<file path="src/rtl/spi_slave_pkg.sv">
// Shared definitions for the SPI slave register interface:
// FSM state encoding, command-width and R/W bit position helpers.
`timescale 1ns/1ps
package spi_slave_pkg;

    // Frame sequencer states
    typedef enum logic [1:0] {
        ST_IDLE = 2'd0,
        ST_CMD  = 2'd1,
        ST_DATA = 2'd2,
        ST_DONE = 2'd3
    } spi_state_t;

    localparam int DEFAULT_ADDR_W = 7;

    // Command = R/W bit followed by the address
    function automatic int cmd_width(input int addr_w);
        return addr_w + 1;
    endfunction

    // R/W flag is the MSB of the command word
    function automatic int rw_bit_pos(input int addr_w);
        return addr_w;
    endfunction

endpackage

</file>
<file path="src/rtl/spi_slave_sync.sv">
// Input synchronizers for SCLK, CS and MOSI plus SCLK edge detection.
// sync_ok rises once the chains hold real pad samples after reset, so
// the reset levels (CS high, SCLK low) are never mistaken for pad activity.
`timescale 1ns/1ps
module spi_slave_sync #(
    parameter int SYNC_STAGES = 2
) (
    input  logic sys_clk,
    input  logic rst,
    input  logic spi_sclk,
    input  logic spi_cs,
    input  logic spi_mosi,
    output logic sclk_rise,
    output logic sclk_fall,
    output logic cs_s,
    output logic mosi_s,
    output logic sync_ok
);

    logic [SYNC_STAGES-1:0] sclk_q;
    logic [SYNC_STAGES-1:0] cs_q;
    logic [SYNC_STAGES-1:0] mosi_q;
    logic [SYNC_STAGES-1:0] ok_q;

    // Shift each pad input through its synchronizer chain; reset to idle levels
    always_ff @(posedge sys_clk or posedge rst) begin
        if (rst) begin
            sclk_q <= '0;
            cs_q   <= '1;
            mosi_q <= '0;
            ok_q   <= '0;
        end else begin
            sclk_q <= {sclk_q[SYNC_STAGES-2:0], spi_sclk};
            cs_q   <= {cs_q[SYNC_STAGES-2:0], spi_cs};
            mosi_q <= {mosi_q[SYNC_STAGES-2:0], spi_mosi};
            ok_q   <= {ok_q[SYNC_STAGES-2:0], 1'b1};
        end
    end

    // Edges come from the last two stages: newer vs older sample
    assign sclk_rise = sclk_q[SYNC_STAGES-2] & ~sclk_q[SYNC_STAGES-1];
    assign sclk_fall = ~sclk_q[SYNC_STAGES-2] & sclk_q[SYNC_STAGES-1];
    assign cs_s      = cs_q[SYNC_STAGES-1];
    assign mosi_s    = mosi_q[SYNC_STAGES-1];
    assign sync_ok   = ok_q[SYNC_STAGES-1];

endmodule

</file>
<file path="src/rtl/spi_slave_regif.sv">
// SPI mode-0 slave that turns frames of  R/W | address | data  into
// single-cycle register write strobes or read requests.
// Optional feature: define SPI_SLAVE_ERR_CNT_EN to build the saturating
// aborted-frame counter; otherwise frame_err_cnt is tied to zero.
`timescale 1ns/1ps
module spi_slave_regif
    import spi_slave_pkg::*;
#(
    parameter int DATA_W      = 32,
    parameter int ADDR_W      = DEFAULT_ADDR_W,
    parameter int SYNC_STAGES = 2
) (
    input  logic              sys_clk,
    input  logic              rst,
    input  logic              spi_sclk,
    input  logic              spi_cs,
    input  logic              spi_mosi,
    output logic              spi_miso,
    output logic              spi_miso_oe,
    output logic              wr_en,
    output logic [ADDR_W-1:0] wr_addr,
    output logic [DATA_W-1:0] wr_data,
    output logic              rd_en,
    output logic [ADDR_W-1:0] rd_addr,
    input  logic [DATA_W-1:0] rd_data,
    output logic              busy,
    output logic [15:0]       frame_err_cnt
);

    localparam int CMD_W  = cmd_width(ADDR_W);
    localparam int RW_POS = rw_bit_pos(ADDR_W);
    localparam int MAX_W  = (CMD_W > DATA_W) ? CMD_W : DATA_W;
    localparam int CNT_W  = $clog2(MAX_W + 1);
    localparam logic [CNT_W-1:0] CMD_LAST  = CNT_W'(CMD_W - 1);
    localparam logic [CNT_W-1:0] DATA_LAST = CNT_W'(DATA_W - 1);

    logic sclk_rise, sclk_fall, cs_s, mosi_s, sync_ok;

    spi_slave_sync #(.SYNC_STAGES(SYNC_STAGES)) u_sync (
        .sys_clk   (sys_clk),
        .rst       (rst),
        .spi_sclk  (spi_sclk),
        .spi_cs    (spi_cs),
        .spi_mosi  (spi_mosi),
        .sclk_rise (sclk_rise),
        .sclk_fall (sclk_fall),
        .cs_s      (cs_s),
        .mosi_s    (mosi_s),
        .sync_ok   (sync_ok)
    );

    spi_state_t          state_q, state_d;
    logic                cs_prev_q;
    logic [CNT_W-1:0]    bit_cnt_q;
    logic [CMD_W-1:0]    cmd_sr_q;
    logic [DATA_W-2:0]   data_sr_q;
    logic [DATA_W-1:0]   tx_sr_q;
    logic                load_q;
    logic                miso_q;
    logic                rd_en_q, wr_en_q;
    logic [ADDR_W-1:0]   rd_addr_q, wr_addr_q;
    logic [DATA_W-1:0]   wr_data_q;
    logic                cmd_last, data_last;
    logic [CMD_W-1:0]    cmd_next;
    logic [DATA_W-1:0]   data_next;

    assign cmd_next  = {cmd_sr_q[CMD_W-2:0], mosi_s};
    assign data_next = {data_sr_q, mosi_s};

    // State register; cs_prev_q only counts once the synchronizers carry pad data
    always_ff @(posedge sys_clk or posedge rst) begin
        if (rst) begin
            state_q   <= ST_IDLE;
            cs_prev_q <= 1'b0;
        end else begin
            state_q   <= state_d;
            cs_prev_q <= sync_ok & cs_s;
        end
    end

    // Next-state decode; a last data edge wins over a simultaneous CS release
    always_comb begin
        state_d   = state_q;
        cmd_last  = 1'b0;
        data_last = 1'b0;
        case (state_q)
            ST_IDLE: begin
                if (cs_prev_q && !cs_s) state_d = ST_CMD;
            end
            ST_CMD: begin
                if (cs_s) begin
                    state_d = ST_IDLE;
                end else if (sclk_rise && bit_cnt_q == CMD_LAST) begin
                    state_d  = ST_DATA;
                    cmd_last = 1'b1;
                end
            end
            ST_DATA: begin
                if (sclk_rise && bit_cnt_q == DATA_LAST) begin
                    data_last = 1'b1;
                    state_d   = cs_s ? ST_IDLE : ST_DONE;
                end else if (cs_s) begin
                    state_d = ST_IDLE;
                end
            end
            ST_DONE: begin
                if (cs_s) state_d = ST_IDLE;
            end
            default: state_d = ST_IDLE;
        endcase
    end

    // Shift registers, bit counter, register strobes and MISO drive
    always_ff @(posedge sys_clk or posedge rst) begin
        if (rst) begin
            bit_cnt_q <= '0;
            cmd_sr_q  <= '0;
            data_sr_q <= '0;
            tx_sr_q   <= '0;
            load_q    <= 1'b0;
            miso_q    <= 1'b0;
            rd_en_q   <= 1'b0;
            rd_addr_q <= '0;
            wr_en_q   <= 1'b0;
            wr_addr_q <= '0;
            wr_data_q <= '0;
        end else begin
            rd_en_q <= 1'b0;
            wr_en_q <= 1'b0;
            load_q  <= rd_en_q;

            if (state_q == ST_IDLE) begin
                bit_cnt_q <= '0;
            end else if (state_q == ST_CMD && sclk_rise) begin
                cmd_sr_q  <= cmd_next;
                bit_cnt_q <= cmd_last ? '0 : bit_cnt_q + CNT_W'(1);
            end else if (state_q == ST_DATA && sclk_rise) begin
                data_sr_q <= data_next[DATA_W-2:0];
                bit_cnt_q <= bit_cnt_q + CNT_W'(1);
            end

            if (cmd_last && !cmd_next[RW_POS]) begin
                rd_en_q   <= 1'b1;
                rd_addr_q <= cmd_next[ADDR_W-1:0];
            end

            if (data_last && cmd_sr_q[RW_POS]) begin
                wr_en_q   <= 1'b1;
                wr_addr_q <= cmd_sr_q[ADDR_W-1:0];
                wr_data_q <= data_next;
            end

            // Read data lands one cycle after rd_en; falling edges then shift it out
            if (load_q) begin
                tx_sr_q <= rd_data;
            end else if (state_q == ST_DATA && sclk_fall && !cmd_sr_q[RW_POS]) begin
                miso_q  <= tx_sr_q[DATA_W-1];
                tx_sr_q <= tx_sr_q << 1;
            end

            if (state_d != ST_DATA) miso_q <= 1'b0;
        end
    end

    assign spi_miso    = miso_q;
    assign spi_miso_oe = ~cs_s;
    assign busy        = (state_q != ST_IDLE);
    assign rd_en       = rd_en_q;
    assign rd_addr     = rd_addr_q;
    assign wr_en       = wr_en_q;
    assign wr_addr     = wr_addr_q;
    assign wr_data     = wr_data_q;

`ifdef SPI_SLAVE_ERR_CNT_EN
    logic        abort;
    logic [15:0] err_cnt_q;

    assign abort = cs_s && ((state_q == ST_CMD) || (state_q == ST_DATA && !data_last));

    // Count frames released before completion, saturating at all-ones
    always_ff @(posedge sys_clk or posedge rst) begin
        if (rst) begin
            err_cnt_q <= '0;
        end else if (abort && err_cnt_q != 16'hFFFF) begin
            err_cnt_q <= err_cnt_q + 16'd1;
        end
    end

    assign frame_err_cnt = err_cnt_q;
`else
    assign frame_err_cnt = '0;
`endif

endmodule

</file>
<file path="config.mk">
export PLATFORM = sky130hd
export DESIGN_NAME = spi_slave_regif
export DESIGN_NICKNAME = d
export VERILOG_FILES = /design/src/rtl/spi_slave_pkg.sv /design/src/rtl/spi_slave_sync.sv /design/src/rtl/spi_slave_regif.sv
export SDC_FILE = /design/constraint.sdc
export NUM_CORES = 1
export LEC_CHECK = 0
export ABC_AREA = 1
export CORE_ASPECT_RATIO = 0.6
export CORE_MARGIN = 10
export CORE_UTILIZATION = 45
export DETAILED_ROUTE_END_ITERATION = 6
export PLACE_DENSITY = 0.73
export SLEW_MARGIN = 40
export SYNTH_ARGS = -nofsm -noshare
export SYNTH_HDL_FRONTEND = slang
export SYNTH_SLANG_ARGS = --single-unit
</file>
<file path="constraint.sdc">
create_clock -name sys_clk -period 4.15 [get_ports sys_clk]
set_input_delay 0.6225 -clock sys_clk [delete_from_list [all_inputs] [get_ports sys_clk]]
set_output_delay 0.6225 -clock sys_clk [all_outputs]
set_load 0.005 [all_outputs]
</file>
After elaboration in Yosys (flattened, before gate mapping)
Index checks and enable logic that the tools add are counted.
{ "totals": {"reg_bits": 138, "latch_bits": 0, "mem_bits_rw": 0, "mem_bits_ro": 0, "inputBits": 37, "out_inout_bits": 67, "wordCells": 76, "mem_count": 0} }
{ "classes": {"add_sub_neg": 1, "n_mul": 0, "div": 0, "order_cmp": 0, "n_eq_ne": 7, "shifts": 0, "mux": 23, "bitwise_logic": 8, "reduce_logical": 20} }
{ "op_table": {"columns": ["cell", "n"], "rows": [
  ["$mux W32", 2],
  ["$mux W6", 4],
  ["$mux W2", 6],
  ["$mux W1", 10],
  ["$logic_and A1 B1 Y1", 9],
  ["$pmux W2 S4", 1],
  ["$add A6 B1 Y6 const B", 1],
  ["$eq A6 B3 Y1 const B", 1],
  ["$eq A6 B5 Y1 const B", 1],
  ["$reduce_bool A2 Y1", 3],
  ["$not A1 Y1", 5],
  ["$eq A2 B2 Y1 const B", 2],
  ["$reduce_and A2 Y1", 2],
  ["$and A1 B1 Y1", 3],
  ["$logic_not A1 Y1", 3],
  ["$reduce_and A3 Y1", 1],
  ["$reduce_bool A3 Y1", 1],
  ["$eq A2 B1 Y1 const B", 1],
  ["$logic_not A2 Y1", 1],
  ["$ne A2 B1 Y1 const B", 1],
  ["$ne A2 B2 Y1 const B", 1]
]} }

Longest topological paths before layout
{ "logic_depth": {"ltp_word": 9, "mapped_depth": 9, "mapped_depth_nobuf": 8} }

By module
Synthesis repeated with hierarchy kept, for this count alone.
{ "unflattened": {"cells_unflattened": 614, "hier_area_um2": 5625.4} }
{ "modules_own_cells": {"columns": ["module", "instances", "cells_per_inst", "area_per_inst_um2", "seq_area_each_um2"], "rows": [
  ["spi_slave_regif", 1, 600, 5400.2, 3253.1],
  ["spi_slave_sync", 1, 14, 225.2, 202.7]
]} }

Least setup slack after synthesis
OpenSTA, ideal clock, no wires.
{ "synth_timing": {"path_kind": "flip-flop to flip-flop", "from": "register bit_cnt_q[0]", "to": "register wr_data_q[11], in the netlist wr_data[11]", "setup_time_ns": 0.117, "arrival_time_ns": 1.359, "required_ns": 4.033, "setup_slack_ns": 2.674, "path_stages_with_launch": 9, "path_buffers": 2, "period_less_slack_ns": 1.476, "path_cell_list": "dfrtp_1 > ha_1 > nand2_2 > nor2_2 > nand3_2 > nor3_4 > buf_6 > buf_12 > o21ai_2"} }
{ "synth_between": {"elab_chain_len": 5} }
{ "synth_rtl": {"columns": ["item", "line", "rtl"], "rows": [
  ["start, declared", "spi_slave_regif.sv:54", "logic [CNT_W-1:0] bit_cnt_q;"],
  ["start signal, assigned", "spi_slave_regif.sv:136", "bit_cnt_q <= cmd_last ? '0 : bit_cnt_q + CNT_W'(1);"],
  ["start signal, assigned", "spi_slave_regif.sv:139", "bit_cnt_q <= bit_cnt_q + CNT_W'(1);"],
  ["$eq A6 B5 Y1", "spi_slave_regif.sv:99", "if (sclk_rise && bit_cnt_q == DATA_LAST) begin"],
  ["$logic_and A1 B1 Y1", "spi_slave_regif.sv:99", null],
  ["$mux W1", "spi_slave_regif.sv:99", null],
  ["$mux W1", "spi_slave_regif.sv:86", "case (state_q)"],
  ["$logic_and A1 B1 Y1", "spi_slave_regif.sv:147", "if (data_last && cmd_sr_q[RW_POS]) begin"],
  ["end signal, assigned", "spi_slave_regif.sv:150", "wr_data_q <= data_next;"],
  ["end, declared", "spi_slave_regif.sv:62", "logic [DATA_W-1:0] wr_data_q;"]
]} }
No other way between the ends.
A chain may end at the register's enable or synchronous reset.

Final worst setup path
{ "layout_timing": {"from": "register state_q[0]", "to": "output busy"} }
{ "layout_between": {"elab_chain_len": 1} }
{ "layout_rtl": {"columns": ["item", "line", "rtl"], "rows": [
  ["start, declared", "spi_slave_regif.sv:52", "spi_state_t state_q, state_d;"],
  ["start signal, assigned", "spi_slave_regif.sv:76", "state_q <= state_d;"],
  ["$reduce_bool A2 Y1", "spi_slave_regif.sv:167", "assign busy = (state_q != ST_IDLE);"],
  ["end, declared", "spi_slave_regif.sv:26", "output logic busy,"]
]} }
No other way between the ends.

==> metrics.cfg <==
[synthesis]
synthTopCellsByCount = nand2_1, dfrtp_1, inv_1, o21ai_0, nand3_1
syn_area_mm2 = 0.00579
ys_seq_area_frac = 0.597
ys_seq_elements = 138
synth_most_common_cell = nand2_1
synth_flop_cell = dfrtp_1
yosysUniqueCellTypes = 27
syn_avg_cell_area_um2 = 9.20
synth.area.top_cells = dfrtp_1, nand2_1, inv_1
synthArstFlopShare = 1.00
synth_edf_count = 0
synth_warnings = 0
syn_inst = 629
yosysTopAreaCellShare = 0.588
yosys.area.top_type = dfrtp_1

[layout]
drive_gt1_frac = 0.100
fillers = 1028
design_area_mm2 = 0.00733
final_util = 0.595
nets = 752
antenna_cells = 0
area_delta_synth_final_pct = 26.7

[placed_design]
place.gp.congestion = 0.788
portBuffers = 87
dp_slack_ps = 2250
placed_area_mm2 = 0.00668
dp_hpwl_mm = 8.74

[worst_setup_path]
worstSetupEndpointType = output pin
startpoint_type = flop
rrSetupSlack_ps = 2280
r2r_start = bit_cnt_q[1]
crit_path_cell_trace = nor2_1 > inv_1 > clkdlybuf4s50_1
required_ps = 3530
cp_max_fo = 6
startpoint = state_q[0]
worstPathArrival_ps = 1700
crit_path_max_incr_delay_ps = 490
worstSetupPathType = flop to output pin
cpMaxStageDelayCell = clkdlybuf4s50_1

[sta]
setup-violations-final = 0
worstMarginPinSlew_ps = 761
fin_ws_ps = 1820
fin_crit_sh = 0.561
rsz0062_at_grt = false
final.setup_skew_ps = 13.3
fin_crit_ps = 2330
timing.fmax_ghz = 0.430
tns_ps = 0
max-slew-margin-rel = 0.493
hold_viol = 0
hold_ws_ps = 356
drv_slew = 0

[drt]
drc_errors = 0
wl_met1_mm = 5.79
ant_nets = 0
wl_met3_um = 715
routed_via_density = 4.76
drt-total-wl_mm = 12.6
dr.pass1.iters = 4
wl_per_cell_um = 14.1
topRoutingLayerUsed = met4
drtIter0Drc = 347
wl_met2_mm = 6.01
vias = 4250

[global_route]
grt_pass1_wl_mm = 21.5
grt_pass1_vias = 4319
grt-ovfl-total = 0
grt_max_degree = 139
groute.usage.overall = 0.144
antenna_found_initial = 0

[outcome]
status = finished clean

[die]
die_y_um = 108
die_area_mm2 = 0.0179
start_util = 0.469
fp.dieW_um = 166
num_rows = 31
core_area_mm2 = 0.0123
ios = 104

[cts]
cts_buffers = 17
clk_latency_ps = 410
clk_path_buf_depth = 2
cts_tree = yes
ctsHoldBuffers = 0
cts.sinks = 138
cts_max_level = 4
clkTransAtPathRegs_ps = 60
cts_root_buffer = clkbuf_16
post_cts.repair.setup_buffers = 0
post_cts_resized = 0

[min_path]
min_path_type = flop to flop
min-delay-start = u_sync.cs_q[0]

[power_and_ir_drop]
peakVddDrop_mv = 0.247
power_density_mw_per_mm2 = 426
p_leak_nw = 3.37

[flow_run]
cap_viol_max_count = 0

-- flip-flops by register name (all words and copies together), names as in the netlist --
signal	flops
bit_cnt_q	6
wr_data	32
state_q	2
rd_en	1
u_sync.sclk_q	2
rd_addr	7
u_sync.cs_q	2
cmd_sr_q	8
u_sync.mosi_q	2
spi_miso	1
wr_addr	7
load_q	1
cs_prev_q	1
u_sync.ok_q	2
data_sr_q	31
tx_sr_q	32
wr_en	1
-- stage by stage --
| step | power (mW) | cells |
|---|---|---|
| 2_1_floorplan | 1.46 | 644 |
| 3_3_place_gp | 1.50 | 860 |
| 4_1_cts | 3.15 | 892 |
| 3_5_place_dp | 1.50 | 860 |
| 5_1_grt | 3.24 | 892 |
| 6_report | 3.12 | 892 |
-- cell usage in the layout, fill, tap and decap left out, types with 2 or more instances in the layout --
cell type        instances
nand3_1                 31
clkbuf_16               17
o21ai_0                 55
o211ai_1                 9
clkbuf_8                 5
inv_1                   83
bufinv_16                4
dfstp_2                  2
nand2_1                184
nand3_2                  3
nor2_1                  27
mux2_2                   2
clkinvlp_4               2
clkdlybuf4s50_1         87
nor3_4                   2
o21ai_2                 17
o21ai_1                  2
nand4_1                  5
inv_2                    6
dfrtp_1                136
nor2_2                   3
clkinv_4                 2
a21oi_1                 14
conb_1                  17
buf_4                    3
-- critical path, delay by kind of cell (launching register included) --
| family | cells | cell delay, ps |
|---|---|---|
| and+or+nand+nor | 1 | 220 |
| buffers and inverters | 2 | 660 |
| DFF | 1 | 410 |
-- routing by layer --
layer | global-route usage | up-vias
li1 | - | 2101
met1 | 0.185 | 2035
met2 | 0.226 | 108
met3 | 0.0481 | 6
met4 | 0.0443 | 0
met5 | 0 | -
-- kinds of logic after synthesis --
| group | after synthesis | synth area share |
|---|---|---|
| compound gates | 98 | 0.0999 |
| buf+inv | 130 | 0.109 |
| fa+ha+maj | 1 | 0.00216 |
| flops | 138 | 0.597 |
| other cells | 2 | 0.00130 |
| mux | 2 | 0.00389 |
| simple gates | 258 | 0.186 |
-- final timing paths --
kind,endpoint,depth (start not counted)
worst max-delay path,busy,3
worst min-delay path,u_sync.cs_q[1],0
worst max register to register,wr_data[12],7
worst min register to register,u_sync.cs_q[1],0
max in group asynchronous,cmd_sr_q[7],3
min in group asynchronous,rd_addr[2],3
-- where the power goes --
part	leakage [nW]	switching, mW	internal [mW]	total [mW]
clock	0.320	0.554	1.09	1.64
sequential	1.74	0.0127	1.36	1.38
combinational	1.31	0.0585	0.0435	0.102
-- final cells by class --
cell class                 instances  area (um^2)  share of cell area
sequential                       138         3460               0.471
inverter                          90          342              0.0466
timing repair buffer              91          913               0.125
clock buffer                      23          498              0.0679
clock inverter                     9          159              0.0217
multi-input combinational        376         1760               0.240
tap                              165          206              0.0282
No activity file was read; power rests on OpenSTA's default activity.
